$ cat src/rtl/muldiv_sequencer.sv
// muldiv_sequencer: iterative MULT/MULTU/DIV/DIVU unit owning the HI/LO pair.
// Shift-add multiply and restoring divide both run WIDTH iterations on a
// shared pair of working registers; signs are stripped on issue and
// re-applied in a single fix-up cycle before HI/LO are written.
module muldiv_sequencer #(
    parameter int WIDTH = 32
) (
    input  logic             clk,
    input  logic             rst_n,
    input  logic             start,
    input  logic [1:0]       op,
    input  logic [WIDTH-1:0] src_a,
    input  logic [WIDTH-1:0] src_b,
    input  logic             rd_req,
    input  logic             hi_we,
    input  logic             lo_we,
    input  logic [WIDTH-1:0] wdata,
    input  logic             flush,
    output logic [WIDTH-1:0] hi,
    output logic [WIDTH-1:0] lo,
    output logic             busy,
    output logic             done,
    output logic             stall_out
);

    localparam int CNT_W = (WIDTH > 1) ? $clog2(WIDTH) : 1;
    localparam logic [CNT_W-1:0] CNT_LAST = CNT_W'(WIDTH - 1);

    typedef enum logic [1:0] {
        S_IDLE = 2'b00,
        S_RUN  = 2'b01,
        S_FIX  = 2'b10
    } state_t;

    state_t           r_state;
    state_t           w_next_state;
    logic             r_busy;
    logic             r_done;
    logic [CNT_W-1:0] r_cnt;
    logic [1:0]       r_op;
    logic             r_sign_a;
    logic             r_sign_b;
    logic             r_div0;
    logic [WIDTH-1:0] r_a_raw;
    logic [WIDTH-1:0] r_work_hi;
    logic [WIDTH-1:0] r_work_lo;
    logic [WIDTH-1:0] r_opnd_b;
    logic [WIDTH-1:0] r_hi;
    logic [WIDTH-1:0] r_lo;

    // FSM control strobes
    logic             w_accept;
    logic             w_iter;
    logic             w_fix;
    logic             w_mt_ok;

    // Issue-time operand conditioning
    logic             w_is_signed;
    logic             w_neg_a;
    logic             w_neg_b;
    logic [WIDTH-1:0] w_mag_a;
    logic [WIDTH-1:0] w_mag_b;

    // Iteration datapath
    logic [WIDTH-1:0] w_addend;
    logic [WIDTH:0]   w_sum;
    logic [WIDTH:0]   w_shift;
    logic             w_ge;
    logic [WIDTH-1:0] w_rem_sub;
    logic [WIDTH-1:0] w_work_hi_nxt;
    logic [WIDTH-1:0] w_work_lo_nxt;

    // Fix-up results
    logic [2*WIDTH-1:0] w_prod;
    logic [2*WIDTH-1:0] w_prod_fix;
    logic [WIDTH-1:0]   w_quot_fix;
    logic [WIDTH-1:0]   w_rem_fix;
    logic [WIDTH-1:0]   w_res_hi;
    logic [WIDTH-1:0]   w_res_lo;

    assign hi        = r_hi;
    assign lo        = r_lo;
    assign busy      = r_busy;
    assign done      = r_done;
    assign stall_out = r_busy & (start | rd_req | hi_we | lo_we);

    // State register; busy is registered alongside so it tracks RUN/FIX exactly
    always_ff @(posedge clk) begin
        if (!rst_n) begin
            r_state <= S_IDLE;
            r_busy  <= 1'b0;
        end else begin
            r_state <= w_next_state;
            r_busy  <= (w_next_state != S_IDLE);
        end
    end

    // Next-state logic and per-state control strobes; flush overrides everything
    always_comb begin
        w_next_state = r_state;
        w_accept     = 1'b0;
        w_iter       = 1'b0;
        w_fix        = 1'b0;
        w_mt_ok      = 1'b0;
        case (r_state)
            S_IDLE: begin
                if (flush) begin
                    w_next_state = S_IDLE;
                end else begin
                    w_mt_ok = 1'b1;
                    if (start) begin
                        w_accept     = 1'b1;
                        w_next_state = S_RUN;
                    end else begin
                        w_next_state = S_IDLE;
                    end
                end
            end
            S_RUN: begin
                if (flush) begin
                    w_next_state = S_IDLE;
                end else begin
                    w_iter = 1'b1;
                    if (r_cnt == CNT_LAST) begin
                        w_next_state = S_FIX;
                    end else begin
                        w_next_state = S_RUN;
                    end
                end
            end
            S_FIX: begin
                if (flush) begin
                    w_next_state = S_IDLE;
                end else begin
                    w_fix        = 1'b1;
                    w_next_state = S_IDLE;
                end
            end
            default: begin
                w_next_state = S_IDLE;
            end
        endcase
    end

    // Strip signs on issue: signed ops work on magnitudes, unsigned on raw bits
    always_comb begin
        w_is_signed = ~op[0];
        w_neg_a     = w_is_signed & src_a[WIDTH-1];
        w_neg_b     = w_is_signed & src_b[WIDTH-1];
        if (w_neg_a) begin
            w_mag_a = -src_a;
        end else begin
            w_mag_a = src_a;
        end
        if (w_neg_b) begin
            w_mag_b = -src_b;
        end else begin
            w_mag_b = src_b;
        end
    end

    // One iteration: right-shifting shift-add multiply or left-shifting restoring divide
    always_comb begin
        w_addend  = r_work_lo[0] ? r_opnd_b : {WIDTH{1'b0}};
        w_sum     = {1'b0, r_work_hi} + {1'b0, w_addend};
        w_shift   = {r_work_hi, r_work_lo[WIDTH-1]};
        w_ge      = (w_shift >= {1'b0, r_opnd_b});
        // The partial remainder is always below the divisor, so the low WIDTH bits suffice
        w_rem_sub = w_shift[WIDTH-1:0] - r_opnd_b;
        if (r_op[1]) begin
            w_work_hi_nxt = w_ge ? w_rem_sub : w_shift[WIDTH-1:0];
            w_work_lo_nxt = {r_work_lo[WIDTH-2:0], w_ge};
        end else begin
            w_work_hi_nxt = w_sum[WIDTH:1];
            w_work_lo_nxt = {w_sum[0], r_work_lo[WIDTH-1:1]};
        end
    end

    // Re-apply signs; divide by zero bypasses the datapath result entirely
    always_comb begin
        w_prod = {r_work_hi, r_work_lo};
        if (r_sign_a ^ r_sign_b) begin
            w_prod_fix = -w_prod;
            w_quot_fix = -r_work_lo;
        end else begin
            w_prod_fix = w_prod;
            w_quot_fix = r_work_lo;
        end
        if (r_sign_a) begin
            w_rem_fix = -r_work_hi;
        end else begin
            w_rem_fix = r_work_hi;
        end
        if (r_op[1]) begin
            if (r_div0) begin
                w_res_hi = r_a_raw;
                w_res_lo = {WIDTH{1'b1}};
            end else begin
                w_res_hi = w_rem_fix;
                w_res_lo = w_quot_fix;
            end
        end else begin
            w_res_hi = w_prod_fix[2*WIDTH-1:WIDTH];
            w_res_lo = w_prod_fix[WIDTH-1:0];
        end
    end

    // Operand capture, iteration registers, architectural HI/LO and done pulse
    always_ff @(posedge clk) begin
        if (!rst_n) begin
            r_cnt     <= {CNT_W{1'b0}};
            r_op      <= 2'b00;
            r_sign_a  <= 1'b0;
            r_sign_b  <= 1'b0;
            r_div0    <= 1'b0;
            r_a_raw   <= {WIDTH{1'b0}};
            r_work_hi <= {WIDTH{1'b0}};
            r_work_lo <= {WIDTH{1'b0}};
            r_opnd_b  <= {WIDTH{1'b0}};
            r_hi      <= {WIDTH{1'b0}};
            r_lo      <= {WIDTH{1'b0}};
            r_done    <= 1'b0;
        end else begin
            r_done <= w_fix;
            if (w_accept) begin
                r_cnt     <= {CNT_W{1'b0}};
                r_op      <= op;
                r_sign_a  <= w_neg_a;
                r_sign_b  <= w_neg_b;
                r_div0    <= op[1] & (src_b == {WIDTH{1'b0}});
                r_a_raw   <= src_a;
                r_work_hi <= {WIDTH{1'b0}};
                // Divide shifts the dividend out of LO; multiply shifts the multiplier out
                if (op[1]) begin
                    r_work_lo <= w_mag_a;
                    r_opnd_b  <= w_mag_b;
                end else begin
                    r_work_lo <= w_mag_b;
                    r_opnd_b  <= w_mag_a;
                end
            end else if (w_iter) begin
                r_cnt     <= r_cnt + {{(CNT_W-1){1'b0}}, 1'b1};
                r_work_hi <= w_work_hi_nxt;
                r_work_lo <= w_work_lo_nxt;
            end
            // An MTHI/MTLO issued with start lands now and is overwritten at FIX
            if (w_fix) begin
                r_hi <= w_res_hi;
                r_lo <= w_res_lo;
            end else if (w_mt_ok) begin
                if (hi_we) begin
                    r_hi <= wdata;
                end
                if (lo_we) begin
                    r_lo <= wdata;
                end
            end
        end
    end

endmodule

$ cat config.mk
export PLATFORM = sky130hd
export DESIGN_NAME = muldiv_sequencer
export DESIGN_NICKNAME = d
export VERILOG_FILES = /design/src/rtl/muldiv_sequencer.sv
export SDC_FILE = /design/constraint.sdc
export NUM_CORES = 1
export LEC_CHECK = 0
export BUFFER_PORTS_ARGS = -buffer_cell sky130_fd_sc_hd__buf_2
export CAP_MARGIN = 25
export CORE_ASPECT_RATIO = 0.7
export CORE_MARGIN = 2
export CORE_UTILIZATION = 40
export CTS_CLUSTER_SIZE = 40
export DETAILED_ROUTE_END_ITERATION = 7
export GPL_TIMING_DRIVEN = 0
export SETUP_SLACK_MARGIN = 0.15
export SKIP_CTS_REPAIR_TIMING = 1
export SLEW_MARGIN = 5
export SYNTH_ARGS = -nofsm -noshare
export SYNTH_HDL_FRONTEND = slang
export SYNTH_SLANG_ARGS = --single-unit
$ cat constraint.sdc
create_clock -name clk -period 3.4 [get_ports clk]
set_clock_uncertainty 0.05 [all_clocks]
set_input_delay 0.51 -clock clk [delete_from_list [all_inputs] [get_ports clk]]
set_output_delay 0.51 -clock clk [all_outputs]
set_load 0.03 [all_outputs]
# == Word level (Yosys, flattened, before mapping) ==
# Index checks and enable logic that the tools add are counted.
# op_classes
addsub,8
magnitude_cmp,1
n_eq_ne,3
mux,35
bitwise,10
n_reduce_logical,10
# op_table
cell,count
two-way mux 32 bit,22
negation 32 bit,4
two-way mux 64 bit,1
negation 64 bit,1
adder 32 x 32 -> 33 bit,1
greater-or-equal comparator 33 x 32 -> 1 bit,1
zero test 32 bit,1
subtractor 32 bit,1
nonzero test 2 bit,5
two-way mux 1 bit,9
"adder 5 x 1 -> 5 bit, second input constant",1
"equality test 5 bit, second input constant",1
bitwise AND 1 bit,4
two-way mux 2 bit,2
one-hot mux 2 bit (2 select lines),1
AND reduction 2 bit,2
OR 1 bit,3
"equality test 2 x 1 -> 1 bit, second input constant",1
"equality test 2 bit, second input constant",1
zero test 2 bit,1
inverter 1 bit,2
OR reduction 2 bit,1
bitwise XOR 1 bit,1
# word_totals
regBits,206
inputBits,105
out_inout_bits,67
wordCells,81

# == Depth between registers and ports, before layout ==
# depth
depth_word,5
depth_mapped,14
mapped_depth_nobuf,13

# == Worst setup path before layout ==
# No wires, ideal clock.
# synth_path
path_type,register to register
from,register r_work_lo[0]
to,register r_work_hi[27]
setup_ns,0.086
arrival_time_ns,2.966
t_required_ns,3.264
path_slack_ns,0.298
path_stages_with_launch,14
path_buffers,1
synth_period_minus_slack_ns,3.102
path_cell_list,dfxtp_1 -> clkinv_1 -> clkbuf_1 -> nor2_1 -> ha_1 -> nand2_1 -> o211ai_1 -> nand4_1 -> a31oi_1 -> o31ai_1 -> a2111oi_0 -> nor2_1 -> xnor2_1 -> a211oi_1
# synth_between
elab_chain_len,3
# synth_lines
element,line,rtl
start: declaration,46,logic [WIDTH-1:0] r_work_lo;
start signal: assignment,218,r_work_lo <= {WIDTH{1'b0}};
start signal: assignment,235,r_work_lo <= w_mag_a;
start signal: assignment,238,r_work_lo <= w_mag_b;
two-way mux 32 bit,164,w_addend = r_work_lo[0] ? r_opnd_b : {WIDTH{1'b0}};
adder 32 x 32 -> 33 bit,165,"w_sum = {1'b0, r_work_hi} + {1'b0, w_addend};"
two-way mux 32 bit,170,if (r_op[1]) begin
end signal: assignment,217,r_work_hi <= {WIDTH{1'b0}};
end signal: assignment,232,r_work_hi <= {WIDTH{1'b0}};
end signal: assignment,243,r_work_hi <= w_work_hi_nxt;
end: declaration,45,logic [WIDTH-1:0] r_work_hi;
# Every way passes these cells.
# A chain may end at the register's enable or synchronous reset.

# == Worst setup path in the final report ==
# layout_path
from,register r_opnd_b[12]
to,register r_work_hi[28]
# layout_between
elab_chain_len,3
word_cells_on_any_way,6
classes_between,add/sub (2); order compare (1); mux (3)
# layout_lines
element,line,rtl
start: declaration,47,logic [WIDTH-1:0] r_opnd_b;
start signal: assignment,219,r_opnd_b <= {WIDTH{1'b0}};
start signal: assignment,236,r_opnd_b <= w_mag_b;
start signal: assignment,239,r_opnd_b <= w_mag_a;
two-way mux 32 bit (tied with other cells),164,
adder 32 x 32 -> 33 bit or two-way mux 32 bit (tied branches),"165, 171",
two-way mux 32 bit (*),170,
# Mark *: on every way between the ends. The rest lies on a longest branch, timed or not.

==> summary.txt <==
Outcome
  • Run status: completed

Hold path
  • Hold Crit Endpoint: hi[30]
  • Worst hold path stage count: 3
  • Start point of the worst hold path: wdata[30]
  • Worst hold path type: in -> reg

Logic synthesis
  • Post-synth EDFFs: 0
  • Share of async-settable or async-resettable flops after synthesis: 0
  • Syn Nets: 2,480
  • Syn. warnings: 0
  • Sequential-to-total area share from yosys stat: 0.244
  • FF+latch count, synth: 205
  • Cell area after synthesis: 16,800 um^2
  • Number of distinct standard cells referenced by the synthesized netlist: 85
  • Gate count of the mapped netlist: approximately 2,300
  • Mean area per synthesized cell: between 7 and 8 um^2
  • Primary flip-flop cell chosen by synthesis mapping: dfxtp_1

Die
  • Ports placed on the boundary: about 170
  • Die area: 43,700 um^2
  • Row Count: 62
  • Height of the die: 175 um
  • Area inside the core boundary: 41,200 um^2
  • Initial Utilization: 0.408
  • Width of the die: 249 um

Cells and area
  • Sequential Area: roughly 4100 um^2
  • Total of fill cells in the finished design: 4,116
  • Post-synthesis to final-layout area growth: 23.4%
  • Net count reported at finish: 2,731
  • Cell Count, Final, Fillers Out: just over 3,000
  • Area taken by multi-input logic gates: 12,600 um^2
  • Core utilization of the finished layout: 0.503
  • Fraction of final layout cells with drive strength greater than 1: 0.188
  • Post-Layout Inst Area: 20,700 um^2

Clock network
  • TritonCTS clock tree: built
  • Clock-pin slew reported for the worst setup and hold paths after clock tree synthesis: around 0.07 ns
  • H-tree levels: 1
  • Clock latency of the later-clocked register in the worst-skew pair: 0.55 ns
  • Number of buffers created by CTS: 23
  • Maximum root-to-sink buffer count: 3
  • Clock root buffer master: clkbuf_16
  • Number of clock sinks: 205

Global route
  • Grt ovf: 0
  • Wire length of the first global-routing pass: 120,000 um
  • Largest net degree at the start of global routing: 14
  • Initial antenna violation count: 3
  • GRT Overall Usage: 0.368
  • Number of global-route vias before repair: 17,142

STA
  • Post-route worst setup slack: 0.00631 ns
  • Tightest Pin Transition: about 1.1 ns
  • Final worst path period need: approximately 3.4 ns
  • Max-slew headroom at the worst pin: 0.236
  • Unrepaired setup endpoints after global routing: true
  • Tcrit/Tclk final: 0.998
  • Final number of hold-violating endpoints: 0
  • Total count of max-transition violations in the final report: 0
  • Setup-violating endpoint count in the final report: 0
  • Highest achievable clock rate: 295 MHz

Pwr
  • Pwr/cell area: 397 nW/um^2
  • Static leakage: 0.00811 uW
  • Peak ir drop on the vdd network: 0.289 mV
  • Net switching share of the total power: 0.384
  • Sequential Power Share: 0.323
  • Combinational power share: 0.360
  • Total power of the final layout: 8240 uW
  • Part of the power in the clock network: 0.317
  • Internal: 5070 uW
  • Switching pwr: 3170 uW

Placement
  • Placer's final routability congestion estimate: 1.03
  • Total instance count after detailed placement: 3,019
  • Number of input and output port buffers inserted: around 170
  • Hpwl dp: between 60,000 and 70,000 um
  • Dpl ws: -1.60 ns
  • Total placed instance area: 18,300 um^2

Run
  • Number of maximum-capacitance violations: 0

Drt
  • Number of antenna-violating nets in the routed design: 0
  • First-pass detailed-route iteration total: 8
  • Detailed Route WL: 84,900 um
  • Via total after detailed routing: approximately 19,000
  • Drt drc: 0
  • Iteration-0 DRC count of the detailed router: 2,544
  • Mean number of vias per cell: 6.26
  • Wire per inst: 27.2 um

Worst setup path
  • End of the worst register-to-register path: r_work_hi[28]
  • Arr. time, crit path: 3.83 ns
  • R2r startpoint: r_opnd_b[12]
  • Peak fanout along the critical path: 7
  • Worst Reg-to-Reg Cells: 11
  • Crit Path Category: reg -> reg
  • Worst EP required: 3.83 ns
  • R2R setup slack: approximately 0.0063 ns
  • Worst setup EP type: register
  • Startpoint type of the worst setup path: register
-- metrics by stage --
| stage | hold slack [ns] | setup TNS, ns |
|---|---|---|
| 3_5_place_dp | 0.399 | -35.68 |
| 3_3_place_gp | 0.394 | -39.19 |
| 5_1_grt | 0.219 | -0.327 |
| 2_1_floorplan | 0.382 | 0 |
| 4_1_cts | 0.199 | -34.48 |
| 6_report | 0.205 | 0 |
-- critical path, cell delays in order, from the launching register on --
cell       delay (ns)
dfxtp_1          0.42
inv_1            0.11
ha_2             0.42
nand2_1          0.06
o21ai_0          0.60
a211oi_2         0.30
o2111ai_4        0.38
a41oi_2          0.17
xnor2_1          0.30
mux2i_4          0.11
mux2_4           0.28
o21ai_2          0.13
-- how the worst max path moves through the flow --
stage | to | cells past startpoint | from | slack (ns)
after floorplan | r_work_hi[27] | 13 | r_work_lo[0] | 0.30
after global placement | r_work_hi[31] | 13 | r_work_lo[0] | -1.58
after detailed placement | r_work_hi[31] | 13 | r_work_lo[0] | -1.60
after CTS | r_work_hi[31] | 13 | r_work_lo[0] | -1.59
after global routing | r_work_hi[29] | 15 | r_work_lo[0] | -0.08
final | r_work_hi[28] | 11 | r_opnd_b[12] | 0.006
-- power groups by stage --
stage	combinational (uW)	sequential [uW]	clock, uW
6_report	2960	2660	2610
5_1_grt	3090	2670	2700
4_1_cts	2280	2650	2600
3_5_place_dp	2270	2700	0
3_3_place_gp	2270	2700	0
2_1_floorplan	1370	2710	0
-- cell usage after synthesis, types with 5 or more instances --
cell / number / area (um^2)
a31oi_1: 29 / 181
nor3_1: 39 / 195
mux2i_1: 106 / 1060
ha_1: 70 / 876
o21bai_1: 8 / 60.1
o41ai_1: 6 / 52.6
nand4_1: 17 / 106
nand2_1: 349 / 1310
o22a_1: 6 / 52.6
and2_1: 15 / 93.8
a221oi_1: 41 / 359
o221ai_1: 14 / 123
buf_1: 13 / 48.8
inv_1: 83 / 312
nand2b_1: 10 / 62.6
or3_1: 9 / 56.3
nor4_1: 17 / 106
nor2b_1: 9 / 56.3
xnor2_1: 124 / 1090
o21ai_1: 5 / 25.0
nand3_1: 47 / 235
o211ai_1: 79 / 593
xor2_1: 77 / 674
nand3b_1: 5 / 37.5
o21a_1: 14 / 105
nor2_1: 177 / 664
a211oi_1: 21 / 158
a21boi_0: 5 / 37.5
buf_2: 11 / 55.1
dfxtp_1: 205 / 4100
o31ai_1: 23 / 173
a21o_1: 22 / 165
or2_2: 6 / 37.5
clkbuf_1: 146 / 548
or4_1: 10 / 75.1
o21ai_0: 128 / 641
a311oi_1: 5 / 43.8
o22ai_1: 13 / 81.3
and3_1: 15 / 93.8
a21oi_1: 242 / 1210
-- per-layer routing --
metal / global-route usage / wire length (um)
met5: 0 / 10
met3: 0.0794 / 11300
met4: 0.0616 / 1610
met1: 0.593 / 40000
met2: 0.488 / 31900
-- state kept, by name, summed over array words and instances (netlist names) --
name and count:
busy 1, done 1, hi 32, lo 32
r_a_raw 32, r_cnt 5, r_div0 1, r_op 1
r_opnd_b 32, r_sign_a 1, r_sign_b 1, r_state 2
r_work_hi 32, r_work_lo 32
-- area by class of cell --
type | instances | share of cell area
Clock buffer | 28 | 0.0301
Timing Repair Buffer | 227 | 0.0686
Buffer | 174 | 0.0384
Multi-Input combinational cell | 1839 | 0.609
Clock inverter | 13 | 0.00628
Sequential cell | 205 | 0.199
Antenna cell | 1 | 0.000121
Tap cell | 544 | 0.0328
Inverter | 84 | 0.0157
-- kinds of logic after synthesis --
logic type,synth area share
buf+inv,0.0600
simple gates,0.205
mux,0.0651
fa+ha+maj,0.0545
flops,0.244
compound gates,0.267
xor+xnor,0.105
-- layout by cell type (no fill, tap or decap), drive strengths merged, types with 6 or more instances in the layout --
cell type / n
xnor2: 124
a211oi: 21
or4: 13
mux2i: 106
nand2: 349
dfxtp: 205
o22ai: 14
nand4: 18
a21oi: 242
nor4: 21
a21o: 22
or2: 7
a31oi: 29
ha: 70
clkbuf: 177
xor2: 77
buf: 252
o211ai: 79
nand3: 50
a221oi: 42
nor2b: 9
and3: 15
or3: 10
clkinv: 7
inv: 83
o22a: 6
o21ai: 133
nor2: 177
o21bai: 8
o21a: 14
and2: 16
o221ai: 14
nand2b: 10
o31ai: 23
nor3: 40
o41ai: 8
No activity file was read; power rests on OpenSTA's default activity.
